<file path="config.mk">
export PLATFORM = sky130hd
export DESIGN_NAME = pic_cw_sequencer
export DESIGN_NICKNAME = d
export VERILOG_FILES = /design/src/rtl/pic_pkg.sv /design/src/rtl/pic_sync2.sv /design/src/rtl/pic_cw_sequencer.sv
export SDC_FILE = /design/constraint.sdc
export NUM_CORES = 1
export LEC_CHECK = 0
export CORE_MARGIN = 2
export CORE_UTILIZATION = 50
export CTS_CLUSTER_DIAMETER = 100
export DETAILED_ROUTE_END_ITERATION = 16
export PLACE_DENSITY = 0.74
export SLEW_MARGIN = 10
export SYNTH_ARGS = -nofsm -noshare
export SYNTH_HDL_FRONTEND = slang
export SYNTH_SLANG_ARGS = --single-unit
</file>
<file path="constraint.sdc">
create_clock -name clk -period 2.4 [get_ports clk]
set_input_delay 0.24 -clock clk [delete_from_list [all_inputs] [get_ports clk]]
set_output_delay 0.24 -clock clk [all_outputs]
set_load 0.005 [all_outputs]
</file>
<file path="src/rtl/pic_pkg.sv">
// Shared codes and state encoding for the 8259 write sequencer.
// Optional PIC_SEQ_ERROR_EN adds a sticky sequence-error flag on the top.
package pic_pkg;

  localparam logic [2:0] FLAG_ICW1 = 3'd0;
  localparam logic [2:0] FLAG_ICW2 = 3'd1;
  localparam logic [2:0] FLAG_ICW3 = 3'd2;
  localparam logic [2:0] FLAG_ICW4 = 3'd3;
  localparam logic [2:0] FLAG_OCW1 = 3'd4;
  localparam logic [2:0] FLAG_OCW2 = 3'd5;
  localparam logic [2:0] FLAG_OCW3 = 3'd6;
  localparam logic [2:0] FLAG_NONE = 3'd7;

  localparam logic [2:0] RSEL_IRR = 3'b001;
  localparam logic [2:0] RSEL_ISR = 3'b101;
  localparam logic [2:0] RSEL_IMR = 3'b011;

  typedef enum logic [2:0] {
    IDLE      = 3'd0,
    WAIT_ICW2 = 3'd1,
    WAIT_ICW3 = 3'd2,
    WAIT_ICW4 = 3'd3,
    READY     = 3'd4
  } state_e;

  function automatic logic [2:0] read_sel(input logic a0, input logic ris);
    if (a0) return RSEL_IMR;
    return ris ? RSEL_ISR : RSEL_IRR;
  endfunction

endpackage

</file>
<file path="src/rtl/pic_sync2.sv">
// Two-flop synchronizer; resets to 1 so an idle-high strobe shows no edge.
module pic_sync2 (
  input  logic clk,
  input  logic reset_n,
  input  logic d,
  output logic s1,
  output logic s2
);

  logic s1_q;
  logic s2_q;

  always_ff @(posedge clk or negedge reset_n) begin
    if (!reset_n) begin
      s1_q <= 1'b1;
      s2_q <= 1'b1;
    end else begin
      s1_q <= d;
      s2_q <= s1_q;
    end
  end

  assign s1 = s1_q;
  assign s2 = s2_q;

endmodule

</file>
<file path="src/rtl/pic_cw_sequencer.sv">
// 8259 control-word write sequencer: ICW ordering, OCW classification, read select.
// Define PIC_SEQ_ERROR_EN to add the sticky seq_error output for ignored writes.
module pic_cw_sequencer
  import pic_pkg::*;
(
  input  logic       clk,
  input  logic       reset_n,
  input  logic       CS_n,
  input  logic       WR_n,
  input  logic       A0,
  input  logic [7:0] DIN,
  output logic       cw_valid,
  output logic [2:0] cw_flag,
  output logic [7:0] cw_data,
  output logic       poll_req,
  output logic       init_done,
  output logic [2:0] read_select
`ifdef PIC_SEQ_ERROR_EN
  ,
  output logic       seq_error
`endif
);

  logic wr_s1;
  logic wr_s2;

  pic_sync2 u_wr_sync (
    .clk    (clk),
    .reset_n(reset_n),
    .d      (WR_n),
    .s1     (wr_s1),
    .s2     (wr_s2)
  );

  state_e     state_q,    state_d;
  logic       cap_a0_q,   cap_a0_d;
  logic [7:0] cap_dat_q,  cap_dat_d;
  logic       cap_cs_q,   cap_cs_d;
  logic       acc_q,      acc_d;
  logic       acc_a0_q,   acc_a0_d;
  logic [7:0] acc_dat_q,  acc_dat_d;
  logic       sngl_q,     sngl_d;
  logic       ic4_q,      ic4_d;
  logic       ris_q,      ris_d;
  logic       cw_valid_q, cw_valid_d;
  logic [2:0] cw_flag_q,  cw_flag_d;
  logic [7:0] cw_data_q,  cw_data_d;
  logic       poll_q,     poll_d;
  logic       init_q,     init_d;
  logic       err_q,      err_d;

  logic       accept;
  logic       take;
  logic [2:0] flag;

  // Trailing edge of the strobe with a capture taken while it was low.
  assign accept = !wr_s2 && wr_s1 && cap_cs_q;

  always_comb begin
    state_d    = state_q;
    cap_a0_d   = cap_a0_q;
    cap_dat_d  = cap_dat_q;
    cap_cs_d   = cap_cs_q;
    acc_d      = accept;
    acc_a0_d   = acc_a0_q;
    acc_dat_d  = acc_dat_q;
    sngl_d     = sngl_q;
    ic4_d      = ic4_q;
    ris_d      = ris_q;
    cw_valid_d = 1'b0;
    cw_flag_d  = FLAG_NONE;
    cw_data_d  = cw_data_q;
    poll_d     = 1'b0;
    err_d      = err_q;
    take       = 1'b0;
    flag       = FLAG_NONE;

    if (!wr_s1 && !CS_n) begin
      cap_a0_d  = A0;
      cap_dat_d = DIN;
      cap_cs_d  = 1'b1;
    end
    if (accept) begin
      cap_cs_d  = 1'b0;
      acc_a0_d  = cap_a0_q;
      acc_dat_d = cap_dat_q;
    end

    // Decode stage: the word frozen on the accept edge is classified here.
    if (acc_q) begin
      if (!acc_a0_q && acc_dat_q[4]) begin
        take    = 1'b1;
        flag    = FLAG_ICW1;
        sngl_d  = acc_dat_q[1];
        ic4_d   = acc_dat_q[0];
        ris_d   = 1'b0;
        err_d   = 1'b0;
        state_d = WAIT_ICW2;
      end else begin
        case (state_q)
          WAIT_ICW2: if (acc_a0_q) begin
            take    = 1'b1;
            flag    = FLAG_ICW2;
            state_d = !sngl_q ? WAIT_ICW3 : (ic4_q ? WAIT_ICW4 : READY);
          end
          WAIT_ICW3: if (acc_a0_q) begin
            take    = 1'b1;
            flag    = FLAG_ICW3;
            state_d = ic4_q ? WAIT_ICW4 : READY;
          end
          WAIT_ICW4: if (acc_a0_q) begin
            take    = 1'b1;
            flag    = FLAG_ICW4;
            state_d = READY;
          end
          READY: begin
            take = 1'b1;
            if (acc_a0_q) begin
              flag = FLAG_OCW1;
            end else if (!acc_dat_q[3]) begin
              flag = FLAG_OCW2;
            end else begin
              flag   = FLAG_OCW3;
              poll_d = acc_dat_q[2];
              if (acc_dat_q[1]) ris_d = acc_dat_q[0];
            end
          end
          default: take = 1'b0;
        endcase
      end

      if (take) begin
        cw_valid_d = 1'b1;
        cw_flag_d  = flag;
        cw_data_d  = acc_dat_q;
      end else begin
        err_d = 1'b1;
      end
    end

    init_d = (state_d == READY);
  end

  always_ff @(posedge clk or negedge reset_n) begin
    if (!reset_n) begin
      state_q    <= IDLE;
      cap_a0_q   <= 1'b0;
      cap_dat_q  <= 8'h00;
      cap_cs_q   <= 1'b0;
      acc_q      <= 1'b0;
      acc_a0_q   <= 1'b0;
      acc_dat_q  <= 8'h00;
      sngl_q     <= 1'b0;
      ic4_q      <= 1'b0;
      ris_q      <= 1'b0;
      cw_valid_q <= 1'b0;
      cw_flag_q  <= FLAG_NONE;
      cw_data_q  <= 8'h00;
      poll_q     <= 1'b0;
      init_q     <= 1'b0;
      err_q      <= 1'b0;
    end else begin
      state_q    <= state_d;
      cap_a0_q   <= cap_a0_d;
      cap_dat_q  <= cap_dat_d;
      cap_cs_q   <= cap_cs_d;
      acc_q      <= acc_d;
      acc_a0_q   <= acc_a0_d;
      acc_dat_q  <= acc_dat_d;
      sngl_q     <= sngl_d;
      ic4_q      <= ic4_d;
      ris_q      <= ris_d;
      cw_valid_q <= cw_valid_d;
      cw_flag_q  <= cw_flag_d;
      cw_data_q  <= cw_data_d;
      poll_q     <= poll_d;
      init_q     <= init_d;
      err_q      <= err_d;
    end
  end

  assign cw_valid    = cw_valid_q;
  assign cw_flag     = cw_flag_q;
  assign cw_data     = cw_data_q;
  assign poll_req    = poll_q;
  assign init_done   = init_q;
  assign read_select = read_sel(A0, ris_q);

`ifdef PIC_SEQ_ERROR_EN
  assign seq_error = err_q;
`else
  logic unused_err;
  assign unused_err = err_q;
`endif

endmodule

</file>
==> flow_metrics.env, run 1 <==
export IMPL_netlist_instances=154
export IMPL_final_max_slew_violation_count=0
export IMPL_max_slew_worst_pin_slew_ns=0.882
export IMPL_worstSetupStartpointType="register"
export IMPL_stdcell_area_um2=2210
export IMPL_areaGrowthSynthToFinish_pct=20.6
export IMPL_hold_viol_final=0
export IMPL_grt_remaining_overflow=0
export IMPL_numCtsBuffers=5
export IMPL_timing_worst_setup_path_type="register to register"
export IMPL_synthesis_nets=167
export IMPL_drc=0
export IMPL_drive_gt1_share_pct=20.9
export IMPL_worst_path_largest_cell_delay_ns=0.52
export IMPL_seq_area_frac_synth_pct=57.6
export IMPL_synth_top_flop_cell="dfrtp_1"
export IMPL_setup_viol=0
export IMPL_die_h_um=64.6
export IMPL_power_static_leakage_uw=0.00100
export IMPL_antenna_violating_nets_post_route=0
export IMPL_outcome="finished clean"
export IMPL_clock_skew_final_ns=0.00538
export IMPL_critical_path_max_fanout=11
export IMPL_cts_tree="yes"
export IMPL_synth_async_reset_ratio_pct=100
export IMPL_synth_edf_count=0
export IMPL_cp_cell_sequence="nor2_4, mux2_4, o21ai_4, mux2_2"
export IMPL_critPathTopFamily="multiplexers"
export IMPL_period_minus_slack_ns=1.92
export IMPL_place_congestion=0.835
export IMPL_synth_commonest_cells="dfrtp_1 (37), nand2_1 (34), mux2_2 (11), mux2_4 (8), inv_1 (7)"
export IMPL_number_of_flip_flops_and_latches_in_the_synthesized_netlist=42
export IMPL_synth_cell_area_um2=1830
export IMPL_grt_antenna_before_repair=0
export IMPL_post_drt_wl_per_cell_um=14.1
export IMPL_crit_required_ns=2.58
export IMPL_grt_use_total_pct=17.5
export IMPL_clock_fmax_mhz=520
export IMPL_grt_start_max_net_pins=43
export IMPL_drtPass1Iterations=4
export IMPL_die_w_um=64.6
export IMPL_vias_per_cell=5.22
export IMPL_cts_buffer_depth=2
export IMPL_clock_root_buffer="clkbuf_8"
export IMPL_filler_cell_count=285
export IMPL_design_final_nets=194
export IMPL_syn_area_per_cell_um2=11.9
export IMPL_htree_levels=2
export IMPL_synth_unique_cells=38
export IMPL_worst_setup_path_end_kind="register"
export IMPL_postRouteWirelength_mm=3.25
export IMPL_clock_latency_ns=0.28
export IMPL_postCtsSetupRepairBufs=0
export IMPL_dpl_worst_slack_ns=0.504
export IMPL_num_rows=22
export IMPL_io_buf_count=28
export IMPL_cts_repair_resized=0
export IMPL_clk_pin_slew_worst_paths_ns=0.07
export IMPL_cell_with_the_most_instances_after_synthesis="dfrtp_1"
export IMPL_vias_in_the_first_global_route=1124
export IMPL_layout_worst_path_cycle_share_pct=80.1
export IMPL_antennaDiodeCount=0
export IMPL_grt_pass1_wl_mm=5.46
export IMPL_max_slew_margin_pct=41.2
export IMPL_design_core_area_um2=3610
export IMPL_cp_slowest_cell="dfrtp_1"
export IMPL_total_chip_power_uw=2190
export IMPL_synth_top_cell_area_share_pct=50.5
export IMPL_layout_setup_ws_ns=0.478
export IMPL_number_of_warnings_reported_in_the_yosys_synthesis_log=0
export IMPL_finalCoreUtilization_pct=61.3
export IMPL_cts_sinks=42
export IMPL_worst_case_vdd_ir_drop_uv=572
export IMPL_first_iter_violations=34
export IMPL_dieArea_um2=4170
export IMPL_synth_top_cell_by_area="dfrtp_1"
export IMPL_initial_standard_cell_utilization_of_the_core_pct=50.9
export IMPL_io_pins=30
export IMPL_power_per_unit_of_standard_cell_area_nw_per_um2=988
export IMPL_data_arrival_time_of_the_worst_path_ns=2.10
export IMPL_timing_critical_path_buf_inv=0
export IMPL_route_vias_total=1201
export IMPL_post_dp_hpwl_mm=2.37
export IMPL_post_cts_hold_buffer_count=0
export IMPL_hp_class="input pin to asynchronous set/reset pin"
export IMPL_post_synth_main_area_contributors="dfrtp_1 (50%), dfstp_2 (7.2%), nand2_1 (7.0%)"
export IMPL_grt_setup_unrepaired="no"
export IMPL_placed_area_um2=2110
export IMPL_fin_setup_tns_ns=0
export IMPL_drv_cap=0
[registers in the layout, indices dropped and copies added, names as in the netlist, 3 cells and up]
name,cells
acc_dat_q,8
cap_dat_q,8
cw_data,8
cw_flag,3
state_q,3
[cells by family (layout without fill, tap and decap cells)]
group,after synthesis,after routing,share of synthesized area [%]
compound gates,19,19,8.32
buf+inv,17,45,5.52
flops,42,42,57.6
mux,19,19,13.3
other cells,1,1,0.204
simple gates,56,56,15.0
[routing by layer]
metal / track usage (%) / vias up / wire [um]
li1: - / 569 / -
met3: 4.51 / 8 / 185
met1: 21.6 / 585 / 1340
met2: 29.3 / 39 / 1660
met4: 7.18 / 0 / 64
met5: 0 / - / 0
[final timing paths]
kind / cells after the start / endpoint / start / slack [ns]
hold reg to reg: 0 / u_wr_sync.s2 / u_wr_sync.s1 / 0.39
min in group clk: 1 / u_wr_sync.s1 / WR_n / 0.36
setup reg to reg: 4 / cw_data[7] / state_q[0] / 0.48
hold / removal: 1 / init_done / reset_n / 0.07
setup / recovery: 4 / cw_data[7] / state_q[0] / 0.48
max in group asynchronous: 1 / acc_dat_q[2] / reset_n / 1.78
[power breakdown]
group	switching (uW)	internal [uW]	leakage [uW]	total [uW]
clock	218	311	0.0000524	529
sequential	196	880	0.000516	1080
combinational	231	350	0.000433	581
[cells in the final DEF (no fill, tap or decap), types with 3 or more instances in the layout]
cell type	instances
nand2_1	34
mux2_2	11
clkdlybuf4s50_1	27
clkbuf_8	5
dfstp_2	5
nor2b_1	5
dfrtp_1	37
inv_1	7
mux2_4	8
a21oi_1	3
[final cells by class]
cell class,instances,area [um2],share of cell area [%]
Clock inverter,1,30.0,1.36
Sequential cell,42,1060,47.8
Inverter,8,30.0,1.36
Tap cell,48,60.1,2.71
Timing Repair Buffer,29,283,12.8
Clock buffer,7,76.3,3.45
Multi-Input combinational cell,95,676,30.5
[worst reg2reg max path, stage by stage, from the launching register on]
cell	delay, ns
dfrtp_1	0.52
nor2_4	0.22
mux2_4	0.33
o21ai_4	0.36
mux2_2	0.38
[per-stage QoR]
stage               instances  hold slack (ns)
finish                    230           0.0728
global route              230            0.136
CTS                       230            0.104
detailed placement        222            0.380
global placement          222            0.371
floorplan                 154          -0.0556
(Power assumes the default switching activity.)
==> inputs of run 2 (changes only) <==
CORE_UTILIZATION = 47   (was 50)
PLACE_DENSITY = 0.72   (was 0.74)
clock period = 1.74 ns   (was 2.4 ns; I/O delays follow)
==> flow_metrics.env, run 2 (same netlist as run 1, synthesis figures left out) <==
export IMPL_num_rows=22
export IMPL_post_dp_hpwl_mm=2.46
export IMPL_cp_slowest_cell="dfrtp_1"
export IMPL_grt_met1_usage_pct=19.1
export IMPL_cts_sinks=42
export IMPL_worstReg2RegStart="state_q[0]"
export IMPL_areaGrowthSynthToFinish_pct=24.8
export IMPL_power_per_unit_of_standard_cell_area_nw_per_um2=1300
export IMPL_timing_worst_setup_path_type="register to register"
export IMPL_final_cells=241
export IMPL_crit_required_ns=1.93
export IMPL_worstSetupStartpointType="register"
export IMPL_design_final_nets=205
export IMPL_drtPass1Iterations=4
export IMPL_multi_input_comb_area_um2=676
export IMPL_critPathTopFamily="multiplexers"
export IMPL_grt_pass1_wl_mm=5.75
export IMPL_filler_cell_count=322
export IMPL_cp_cell_sequence="nor2_4, mux2_4, o21ai_4, buf_12, mux2_2"
export IMPL_fin_setup_tns_ns=0
export IMPL_regToRegEndpoint="cw_data[7]"
export IMPL_grt_busiest_layer="met2"
export IMPL_cts_repair_resized=0
export IMPL_antenna_violating_nets_post_route=0
export IMPL_die_h_um=66.5
export IMPL_postRouteWirelength_mm=3.30
export IMPL_layout_common_cells="dfrtp_1 (37), nand2_1 (34), clkdlybuf4s50_1 (27), mux2_2 (11), buf_4 (10)"
export IMPL_min_path_cells=1
export IMPL_clock_fmax_mhz=614
export IMPL_antennaDiodeCount=0
export IMPL_outcome="finished clean"
export IMPL_power_static_leakage_uw=0.00105
export IMPL_initial_standard_cell_utilization_of_the_core_pct=49.4
export IMPL_worst_path_largest_cell_delay_ns=0.42
export IMPL_final_common_cell="dfrtp_1"
export IMPL_worst_case_vdd_ir_drop_uv=606
export IMPL_vias_per_cell=5.04
export IMPL_post_cts_hold_buffer_count=1
export IMPL_die_w_um=66.5
export IMPL_drive_gt1_share_pct=25.4
export IMPL_placed_cells=232
export IMPL_holdPathEnd="u_wr_sync.s1"
export IMPL_design_core_area_um2=3720
export IMPL_reg2regPathDepth=5
export IMPL_setup_viol=0
export IMPL_cts_tree="yes"
export IMPL_worstSetupPathDepth=5
export IMPL_htree_levels=2
export IMPL_place_congestion=0.896
export IMPL_first_iter_violations=45
export IMPL_dieArea_um2=4420
export IMPL_max_slew_worst_pin_slew_ns=0.506
export IMPL_hp_class="input pin to register"
export IMPL_route_vias_total=1215
export IMPL_cts_buffer_depth=2
export IMPL_clock_root_buffer="clkbuf_8"
export IMPL_post_drt_wl_per_cell_um=13.7
export IMPL_timing_critical_path_buf_inv=1
export IMPL_io_pins=30
export IMPL_hold_viol_final=0
export IMPL_regArea_um2=1060
export IMPL_grt_start_max_net_pins=43
export IMPL_groute_layer_met3_usage_pct=5.91
export IMPL_grt_use_total_pct=18.0
export IMPL_io_buf_count=28
export IMPL_grt_setup_unrepaired="no"
export IMPL_clock_skew_final_ns=0.00613
export IMPL_dpl_worst_slack_ns=0.131
export IMPL_grt_remaining_overflow=0
export IMPL_hold_start="WR_n"
export IMPL_clk_pin_slew_worst_paths_ns=0.08
export IMPL_globalRouteMet2Util_pct=30.8
export IMPL_vias_in_the_first_global_route=1310
export IMPL_drc=0
export IMPL_critical_path_max_fanout=11
export IMPL_worst_setup_path_end_kind="register"
export IMPL_final_max_slew_violation_count=0
export IMPL_r2r_setup_slack_ns=0.11
export IMPL_total_chip_power_uw=2980
export IMPL_grt_antenna_before_repair=0
export IMPL_clock_latency_ns=0.30
export IMPL_numCtsBuffers=5
export IMPL_max_slew_margin_pct=66.3
export IMPL_period_minus_slack_ns=1.63
export IMPL_data_arrival_time_of_the_worst_path_ns=1.82
export IMPL_layout_setup_ws_ns=0.110
export IMPL_drv_cap=0
export IMPL_postCtsSetupRepairBufs=0
export IMPL_layout_worst_path_cycle_share_pct=93.7
-- run 2: cell count changes in the layout (fill, tap and decap cells not counted), sizes merged --
cell and change:
clkbuf -1, dlygate4sd3 +1, buf +10, bufinv -1, clkinv +2
-- run 2: cell type report --
cell class                      instances  area share [%]
Sequential cell                        42            46.2
Multi-Input combinational cell         95            29.5
Timing Repair Buffer                   40            16.6
Clock buffer                            6            3.17
Tap cell                               48            2.62
Inverter                                8            1.31
Clock inverter                          2           0.601
-- run 2: power by group --
part           internal, uW  switching (uW)
Clock                   283             331
Sequential             1220             189
Combinational           564             399
-- run 2: per-layer routing --
layer	up-vias	share of wire [%]
met3	7	4.8
met5	-	0
met2	34	51
li1	589	-
met4	0	2.9
met1	585	42
-- run 2: worst max-delay path by stage --
stage / startpoint / to / slack (ns)
floorplan: state_q[0] / cw_data[0] / 0.07
global placement: acc_a0_q / cw_data[7] / 0.17
detailed placement: state_q[0] / cw_data[7] / 0.13
CTS: state_q[0] / cw_data[7] / 0.12
global route: state_q[0] / cw_data[7] / 0.07
finish: state_q[0] / cw_data[7] / 0.11
-- run 2: per-stage QoR --
stage / area [um2] / utilization, % / hold slack [ns]
6_report: 2290 / 61.6 / 0.285
5_1_grt: 2290 / 61.6 / 0.284
4_1_cts: 2290 / 61.6 / 0.275
3_5_place_dp: 2190 / 59.0 / 0.266
3_3_place_gp: 2190 / 59.0 / 0.255
2_1_floorplan: 1830 / - / -0.122
-- run 2: worst reg2reg max path, stage by stage, from the launching register on --
cell and delay (ns):
dfrtp_1 0.42, nor2_4 0.14, mux2_4 0.32, o21ai_4 0.16, buf_12 0.16, mux2_2 0.33
==> inputs of run 3 (changes only) <==
CAP_MARGIN = 25   (was default)
CELL_PAD_IN_SITES_DETAIL_PLACEMENT = 1   (was default)
CELL_PAD_IN_SITES_GLOBAL_PLACEMENT = 2   (was default)
CORE_UTILIZATION = 31   (was 47)
==> flow_metrics.env, run 3 (same netlist as run 1, synthesis figures left out) <==
export IMPL_num_rows=28
export IMPL_swShare_pct=30.7
export IMPL_clock_root_buffer="clkbuf_8"
export IMPL_grt_setup_unrepaired="no"
export IMPL_drive_gt1_share_pct=25.5
export IMPL_placed_cells=258
export IMPL_worst_case_vdd_ir_drop_uv=481
export IMPL_fin_setup_tns_ns=0
export IMPL_cts_buffer_depth=2
export IMPL_initial_standard_cell_utilization_of_the_core_pct=31.5
export IMPL_areaGrowthSynthToFinish_pct=25.9
export IMPL_grt_pass1_wl_mm=6.56
export IMPL_final_max_slew_violation_count=0
export IMPL_power_static_leakage_uw=0.00104
export IMPL_antenna_violating_nets_post_route=0
export IMPL_critical_path_max_fanout=7
export IMPL_postRouteWirelength_mm=3.79
export IMPL_timing_worst_setup_path_type="register to register"
export IMPL_design_core_area_um2=5820
export IMPL_worstSetupStartpointType="register"
export IMPL_grt_use_total_pct=13.3
export IMPL_final_common_cell="dfrtp_1"
export IMPL_numCtsBuffers=5
export IMPL_outcome="finished clean"
export IMPL_cts_sinks=42
export IMPL_io_buf_count=28
export IMPL_drc=0
export IMPL_vias_in_the_first_global_route=1380
export IMPL_design_final_nets=204
export IMPL_die_h_um=80.9
export IMPL_vias_per_cell=4.72
export IMPL_grt_remaining_overflow=0
export IMPL_period_minus_slack_ns=1.65
export IMPL_clk_pin_slew_worst_paths_ns=0.08
export IMPL_layout_worst_path_cycle_share_pct=94.8
export IMPL_power_frac_seq_pct=47.5
export IMPL_power_combinational_fraction_pct=31.2
export IMPL_dieArea_um2=6550
export IMPL_setup_viol=0
export IMPL_hold_viol_final=0
export IMPL_drtPass1Iterations=3
export IMPL_post_dp_hpwl_mm=2.79
export IMPL_htree_levels=2
export IMPL_worst_setup_path_end_kind="register"
export IMPL_max_slew_margin_pct=64.2
export IMPL_grt_start_max_net_pins=43
export IMPL_cts_tree="yes"
export IMPL_clock_skew_final_ns=0.00285
export IMPL_p_int_uw=2080
export IMPL_groute_layer_met3_usage_pct=4.11
export IMPL_postCtsSetupRepairBufs=0
export IMPL_power_per_unit_of_standard_cell_area_nw_per_um2=1300
export IMPL_drv_cap=0
export IMPL_final_cells=267
export IMPL_first_iter_violations=49
export IMPL_grt_antenna_before_repair=0
export IMPL_crit_required_ns=1.92
export IMPL_route_vias_total=1259
export IMPL_io_pins=30
export IMPL_grt_busiest_layer="met2"
export IMPL_data_arrival_time_of_the_worst_path_ns=1.83
export IMPL_clock_latency_ns=0.29
export IMPL_globalRouteMet2Util_pct=21.2
export IMPL_power_frac_clock_pct=21.4
export IMPL_layout_common_cells="dfrtp_1 (36), nand2_1 (34), clkdlybuf4s50_1 (27), mux2_2 (11), buf_4 (10)"
export IMPL_place_congestion=0.838
export IMPL_antennaDiodeCount=0
export IMPL_die_w_um=80.9
export IMPL_stdcell_area_um2=2310
export IMPL_post_drt_wl_per_cell_um=14.2
export IMPL_hp_class="input pin to register"
export IMPL_grt_met1_usage_pct=17.2
export IMPL_net_switching_power_uw=917
export IMPL_placed_area_um2=2210
export IMPL_max_slew_worst_pin_slew_ns=0.536
export IMPL_clock_fmax_mhz=606
## run 3: final cells by class
cell class | instances | area [um2]
inverters | 8 | 30.0
well taps | 75 | 93.8
fillers | 651 | 3510
clock inverters | 1 | 5.00
flip-flops and latches | 42 | 1060
repair buffers | 39 | 360
multi-input cells | 95 | 676
clock buffers | 7 | 86.3
## run 3: path summary, 6_finish.rpt
| path | startpoint | end | slack [ns] | depth (start not counted) |
|---|---|---|---|---|
| min in group asynchronous | reset_n | init_done | 0.48 | 3 |
| setup reg to reg | state_q[0] | cw_data[0] | 0.09 | 5 |
| max in group asynchronous | reset_n | state_q[2] | 0.86 | 3 |
| hold reg to reg | u_wr_sync.s1 | u_wr_sync.s2 | 0.39 | 0 |
| hold / removal | WR_n | u_wr_sync.s1 | 0.29 | 1 |
| setup / recovery | state_q[0] | cw_data[0] | 0.09 | 5 |
## run 3: layer usage
metal  vias up  share of wire (%)
met4         0               0.90
met5         -                  0
li1        589                  -
met1       641                 45
met3         5                4.1
met2        24                 50
## run 3: critical path: stages, from the launching register on
cell,delay (ns)
dfrtp_1,0.41
nor2_4,0.17
mux2_4,0.33
o21ai_4,0.13
buf_4,0.19
mux2_4,0.31
## run 3: metrics by stage
stage	hold WS (ns)	power (uW)	utilization [%]	worst slack [ns]
detailed placement	0.277	2370	38.0	0.0912
floorplan	-0.122	1960	-	0.0680
global route	0.284	3200	39.7	0.0315
finish	0.290	2990	39.7	0.0897
CTS	0.276	3040	39.7	0.0594
global placement	0.266	2330	38.0	0.124
## run 3: power by group through the flow
stage          Sequential (uW)  Combinational, uW  Clock (uW)
2_1_floorplan             1350                618           0
3_3_place_gp              1430                899           0
3_5_place_dp              1440                934           0
4_1_cts                   1420                939         676
5_1_grt                   1460               1020         721
6_report                  1420                933         639
## run 3: what timing repair did
item | 4_1_cts | 5_1_grt
endpoints found under the setup margin | 0 | 5
gates resized for setup | 0 | 1
hold buffers | 1 | 0
hold endpoints to repair | 37 | 0
